<file path="config.mk">
export PLATFORM = sky130hd
export DESIGN_NAME = count_sched
export DESIGN_NICKNAME = d
export VERILOG_FILES = /design/src/rtl/count_sched.sv
export SDC_FILE = /design/constraint.sdc
export NUM_CORES = 1
export LEC_CHECK = 0
export ABC_AREA = 1
export BUFFER_PORTS_ARGS = -buffer_cell sky130_fd_sc_hd__buf_2
export CAP_MARGIN = 0
export CORE_MARGIN = 2
export CORE_UTILIZATION = 45
export CTS_CLUSTER_DIAMETER = 200
export DETAILED_ROUTE_END_ITERATION = 12
export PLACE_DENSITY = 0.7
export REMOVE_ABC_BUFFERS = 1
export SETUP_SLACK_MARGIN = 0.1
export SYNTH_ARGS = -nofsm -noshare
export SYNTH_HDL_FRONTEND = slang
export SYNTH_SLANG_ARGS = --single-unit
</file>
<file path="constraint.sdc">
create_clock -name clk -period 1.95 [get_ports clk]
set_input_delay 0.585 -clock clk [delete_from_list [all_inputs] [get_ports clk]]
set_output_delay 0.585 -clock clk [all_outputs]
set_load 0.05 [all_outputs]
</file>
<file path="src/rtl/count_sched.sv">
// count_sched: round-robin two-requester burst scheduler driving a shared 8-bit up/down counter
// Ports: clk/clr (async active-high reset), req/req_dir/len0/len1 from requesters,
//   gnt/ack/err back to requesters, busy status, cnt_en/cnt_updown to the counter,
//   cnt_c wrap flag from the counter, wraps = saturating wrap-event count.
// Build option: define COUNT_SCHED_WRAP_STOP_EN to end a burst early (err=1) on a wrap seen in RUN.
module count_sched (
  input  logic       clk,
  input  logic       clr,
  input  logic [1:0] req,
  input  logic [1:0] req_dir,
  input  logic [7:0] len0,
  input  logic [7:0] len1,
  output logic [1:0] gnt,
  output logic [1:0] ack,
  output logic       err,
  output logic       busy,
  output logic       cnt_en,
  output logic       cnt_updown,
  input  logic       cnt_c,
  output logic [7:0] wraps
);
  typedef enum logic [1:0] {IDLE, RUN, DONE} state_t;
  state_t state, nxt;
  logic rr, dir, en_d, wrap_ev, stop, pick;
  logic [1:0] gnt_n;
  logic [7:0] rem, len_w;
  assign pick = (req == 2'b11) ? rr : req[1];
  assign gnt_n = pick ? 2'b10 : 2'b01;
  assign len_w = pick ? len1 : len0;
  // cnt_c only means a wrap in the cycle right after a step
  assign wrap_ev = en_d & cnt_c;
`ifdef COUNT_SCHED_WRAP_STOP_EN
  assign stop = wrap_ev & (state == RUN);
`else
  assign stop = 1'b0;
`endif
  always_ff @(posedge clk or posedge clr)
    if (clr) state <= IDLE;
    else state <= nxt;
  always_comb begin
    nxt = (state == IDLE) ? ((|req) ? ((len_w == 8'd0) ? DONE : RUN) : IDLE) :
          (state == RUN)  ? ((stop || rem == 8'd1) ? DONE : RUN) : IDLE;
  end
  always_comb begin
    cnt_en = (state == RUN) & ~stop;
    cnt_updown = (state == RUN) & dir;
    busy = (state != IDLE);
  end
  always_ff @(posedge clk or posedge clr)
    if (clr) begin
      rr <= 1'b0;
      dir <= 1'b0;
      en_d <= 1'b0;
      rem <= 8'd0;
      gnt <= 2'b00;
      ack <= 2'b00;
      err <= 1'b0;
      wraps <= 8'd0;
    end else begin
      rr <= (state == DONE) ? ~rr : rr;
      dir <= (state == IDLE) ? req_dir[pick] : dir;
      en_d <= cnt_en;
      rem <= (state == IDLE) ? len_w : rem - {7'd0, state == RUN};
      gnt <= (state == IDLE && |req) ? gnt_n : (state == DONE) ? 2'b00 : gnt;
      ack <= (nxt == DONE) ? ((state == IDLE) ? gnt_n : gnt) : 2'b00;
      err <= stop;
      wraps <= wraps + {7'd0, wrap_ev & (wraps != 8'hFF)};
    end
endmodule

</file>
==> tab_implementation.tex <==
\begin{tabular}{lr}
\hline
Metric & Value \\
\hline
\multicolumn{2}{l}{\textbf{Outcome}} \\
\quad Outcome & completed \\
\multicolumn{2}{l}{\textbf{Worst setup path}} \\
\quad R2r setup slk & 0.25 ns \\
\quad Crit-path slowest cell & dfrtp\_1 \\
\quad Total buffers and inverters traversed by the critical path & 2 \\
\quad Stages on the worst setup path & 4 \\
\quad Startpoint of the worst-slack reg-to-reg timing path & state[1] \\
\quad Setup CP Type & reg -> out \\
\quad Maximum single-stage delay on the critical path & 0.45 ns \\
\quad Gate family responsible for the most delay along the worst path & flip-flops \\
\quad Largest fanout on the critical path & 4 \\
\quad Cell count of the worst reg-to-reg path & 10 \\
\quad Required arrival time at the worst endpoint & 1.36 ns \\
\quad Arrival time at the worst endpoint & 1.22 ns \\
\quad Cell breakdown of the critical path & nor2\_4 -> inv\_2 -> nor2\_2 -> buf\_6 \\
\quad Kind of end point of the critical path & output port \\
\quad End of the worst register-to-register path & rem[6] \\
\quad Setup crit start kind & flop \\
\multicolumn{2}{l}{\textbf{STA}} \\
\quad Total setup violations reported at the end of the flow & 0 \\
\quad Post-Route Skew & 0.004854 ns \\
\quad Final sum of negative setup slack & 0 ns \\
\quad RSZ-0062 raised after global routing & true \\
\quad Final period utilization & 92.42\% \\
\quad Final Hold Vio Count & 0 \\
\quad Final slew viol count & 0 \\
\quad Highest Clock Rate & 0.5549 GHz \\
\quad Final-layout worst hold slack & 0.2825 ns \\
\quad Minimum clock period after layout & 1.802 ns \\
\multicolumn{2}{l}{\textbf{Die}} \\
\quad Area enclosed by the die boundary & 0.003609 mm\^{}2 \\
\quad Area inside the core boundary & 0.003028 mm\^{}2 \\
\quad Initial core utilization & 46.74\% \\
\quad Vert. Die Dim & 60.08 um \\
\quad Site Rows & 20 \\
\quad Overall die width & 60.08 um \\
\quad Total I/O pin count & 39 \\
\multicolumn{2}{l}{\textbf{GRT}} \\
\quad Grt ovf & 0 \\
\quad Largest net degree at the start of global routing & 26 \\
\quad Number of antenna violations at the first check in global routing & 0 \\
\quad Vias in the first global route & 1,053 \\
\quad First-pass GRT wire length & 4416 um \\
\quad Global Route Usage Sum & 16.58\% \\
\multicolumn{2}{l}{\textbf{Clocking}} \\
\quad Clock latency on the worst-skew pair & 0.32 ns \\
\quad Clock buffer count from CTS & 3 \\
\quad Clock tree root buffer cell & clkbuf\_4 \\
\quad Clock-pin slew reported for the worst setup and hold paths after clock tree synthesis & 0.13 ns \\
\quad TritonCTS clock tree & done \\
\quad Maximum clock path buffer count & 2 \\
\quad Level count of the clock H-tree & 1 \\
\quad Clock sink count & 25 \\
\multicolumn{2}{l}{\textbf{Detailed routing}} \\
\quad DR DRC count & 0 \\
\quad Residual antenna-violating net count after detailed routing & 0 \\
\quad Via-to-Cell Ratio & 4.486 \\
\quad Starting DRT DRC Count & 53 \\
\quad 1st-pass router iterations & 4 \\
\quad Number of vias after detailed routing & 1,153 \\
\quad WL/cell & 10.26 um \\
\quad Routed Wire Length & 2638 um \\
\multicolumn{2}{l}{\textbf{Placement}} \\
\quad Routability congestion estimate & 0.8091 \\
\quad DPL Wire Length & 2126 um \\
\quad PortBufs & 37 \\
\quad Area after DPL & 0.001662 mm\^{}2 \\
\multicolumn{2}{l}{\textbf{Power and ir drop}} \\
\quad Part of the total power dissipated in sequential elements & 35.3\% \\
\quad Proportion of total power due to net switching & 49.86\% \\
\quad Total internal power & 1260 uW \\
\quad Share of total power in combinational logic & 55.6\% \\
\quad Clk network pwr share & 9.1\% \\
\quad VDD IR-drop max & 369.4 uV \\
\quad Switching power of the nets & 1253 uW \\
\quad Power density cells & 1455 mW/mm\^{}2 \\
\quad Leakage dissipation & 0.0009079 uW \\
\multicolumn{2}{l}{\textbf{Yosys}} \\
\quad Post-synthesis area per instance & 8.324 um\^{}2 \\
\quad Top-area cell type share of the netlist area & 44.21\% \\
\quad Cells taking the most area after synthesis & dfrtp\_1, nand2\_1, inv\_1 \\
\quad Async SR Flop Fraction & 100.0\% \\
\quad Count of cell types in the netlist & 27 \\
\quad Share of the yosys chip area belonging to registers & 44.21\% \\
\quad Primary flip-flop cell chosen by synthesis mapping & dfrtp\_1 \\
\quad \#FFs+latches synth & 25 \\
\quad Number of enable-type register cells in the synthesized netlist & 0 \\
\quad Area leader, netlist & dfrtp\_1 \\
\quad Cells after Synth & 170 \\
\quad Mapped cell area & 0.001415 mm\^{}2 \\
\quad Synthesis Warnings & 0 \\
\multicolumn{2}{l}{\textbf{Final layout}} \\
\quad \# diodes & 0 \\
\quad Final core occ & 57.02\% \\
\quad Count of nets after finishing & 241 \\
\quad Register area & 625.6 um\^{}2 \\
\quad Count of filler cells inserted in the layout & 294 \\
\quad Most common cell after layout, fill and taps aside & buf\_2 \\
\quad Area growth from synthesis to layout & 22.02\% \\
\quad Leading cell types in the layout, fill and taps excluded & buf\_2, nand2\_1, dfrtp\_1 \\
\quad Post-layout instance area & 0.001727 mm\^{}2 \\
\quad Layout cells sized above 1 & 31.46\% \\
\quad Area occupied by multi-input gates & 686.9 um\^{}2 \\
\multicolumn{2}{l}{\textbf{Min path}} \\
\quad Hold/Removal Path Class & in -> async \\
\multicolumn{2}{l}{\textbf{Flow run}} \\
\quad Maxcap violations & 0 \\
\hline
\end{tabular}
[layout make-up]
type	count	share of cell area, %
sequential	25	36.23
inverter	25	5.435
timing repair buffer	43	13.84
multi-input combinational	116	39.78
tap	44	3.188
clock buffer	4	1.522
[what timing repair did]
action / CTS / global route
pin swaps: 1 / 2
setup endpoints to repair: 2 / 4
resized for setup: 4 / 7
hold buffers: 0 / 0
buffers inserted: 1 / 0
[synthesized netlist by cell type, drive strengths merged, types with 3 or more instances]
cell,instances
buf,4
xor2,7
o21ai,14
nand2,41
xnor2,3
dfrtp,25
inv,25
nor2,13
nand3b,6
a21oi,7
nand3,11
nor3,3
ha,4
[metrics by stage]
stage,cells,setup WS (ns),total power (uW)
floorplan,166,-0.6002,1901
CTS,257,0.09473,2515
global placement,252,0.2195,2225
global route,257,0.07985,2729
detailed placement,252,0.1196,2244
finish,257,0.1478,2513
[sequential cells by signal, summed over array words and instances, names as in the netlist]
| signal | count |
|---|---|
| rem | 8 |
| dir | 1 |
| wraps | 8 |
| en_d | 1 |
| gnt | 2 |
| state | 2 |
| rr | 1 |
| ack | 2 |
[worst max-delay path by stage]
stage              from          to  slack [ns]
2_1_floorplan  state[1]  cnt_updown       -0.60
4_1_cts        state[1]        busy        0.09
3_3_place_gp      cnt_c    wraps[7]        0.22
6_report       state[1]  cnt_updown        0.15
3_5_place_dp      cnt_c    wraps[7]        0.12
5_1_grt        state[1]  cnt_updown        0.08
[power groups by stage]
| stage | Sequential (uW) | Combinational [uW] | Clock, uW |
|---|---|---|---|
| 6_report | 887 | 1400 | 228 |
| 5_1_grt | 916 | 1560 | 253 |
| 4_1_cts | 887 | 1390 | 240 |
| 3_5_place_dp | 897 | 1350 | 0 |
| 3_3_place_gp | 894 | 1330 | 0 |
| 2_1_floorplan | 1220 | 683 | 0 |
[tightest hold or removal path, stage by stage]
cell and delay (ns):
buf_2 0.09, inv_1 0.04, buf_4 0.30
[per-layer routing]
layer / part of all wire [%] / up-vias / track usage, % / wire length [um]
met3: 4.5 / 5 / 1.948 / 118
met4: 2.2 / 0 / 8.571 / 57
met1: 46 / 489 / 20.99 / 1210
li1: - / 624 / - / -
met2: 47 / 35 / 27.64 / 1251
met5: 0 / - / 0 / 0
[cells by family after synthesis]
kind of cell	share of synthesized area [%]
adder cells (fa/ha/maj)	3.537
other	0.2650
AND/OR/NAND/NOR	27.23
AO/OA/AOI/OAI	9.726
XOR/XNOR	6.190
flip-flops	44.21
buffers and inverters	8.841
Power figures use the tool's default switching activity.
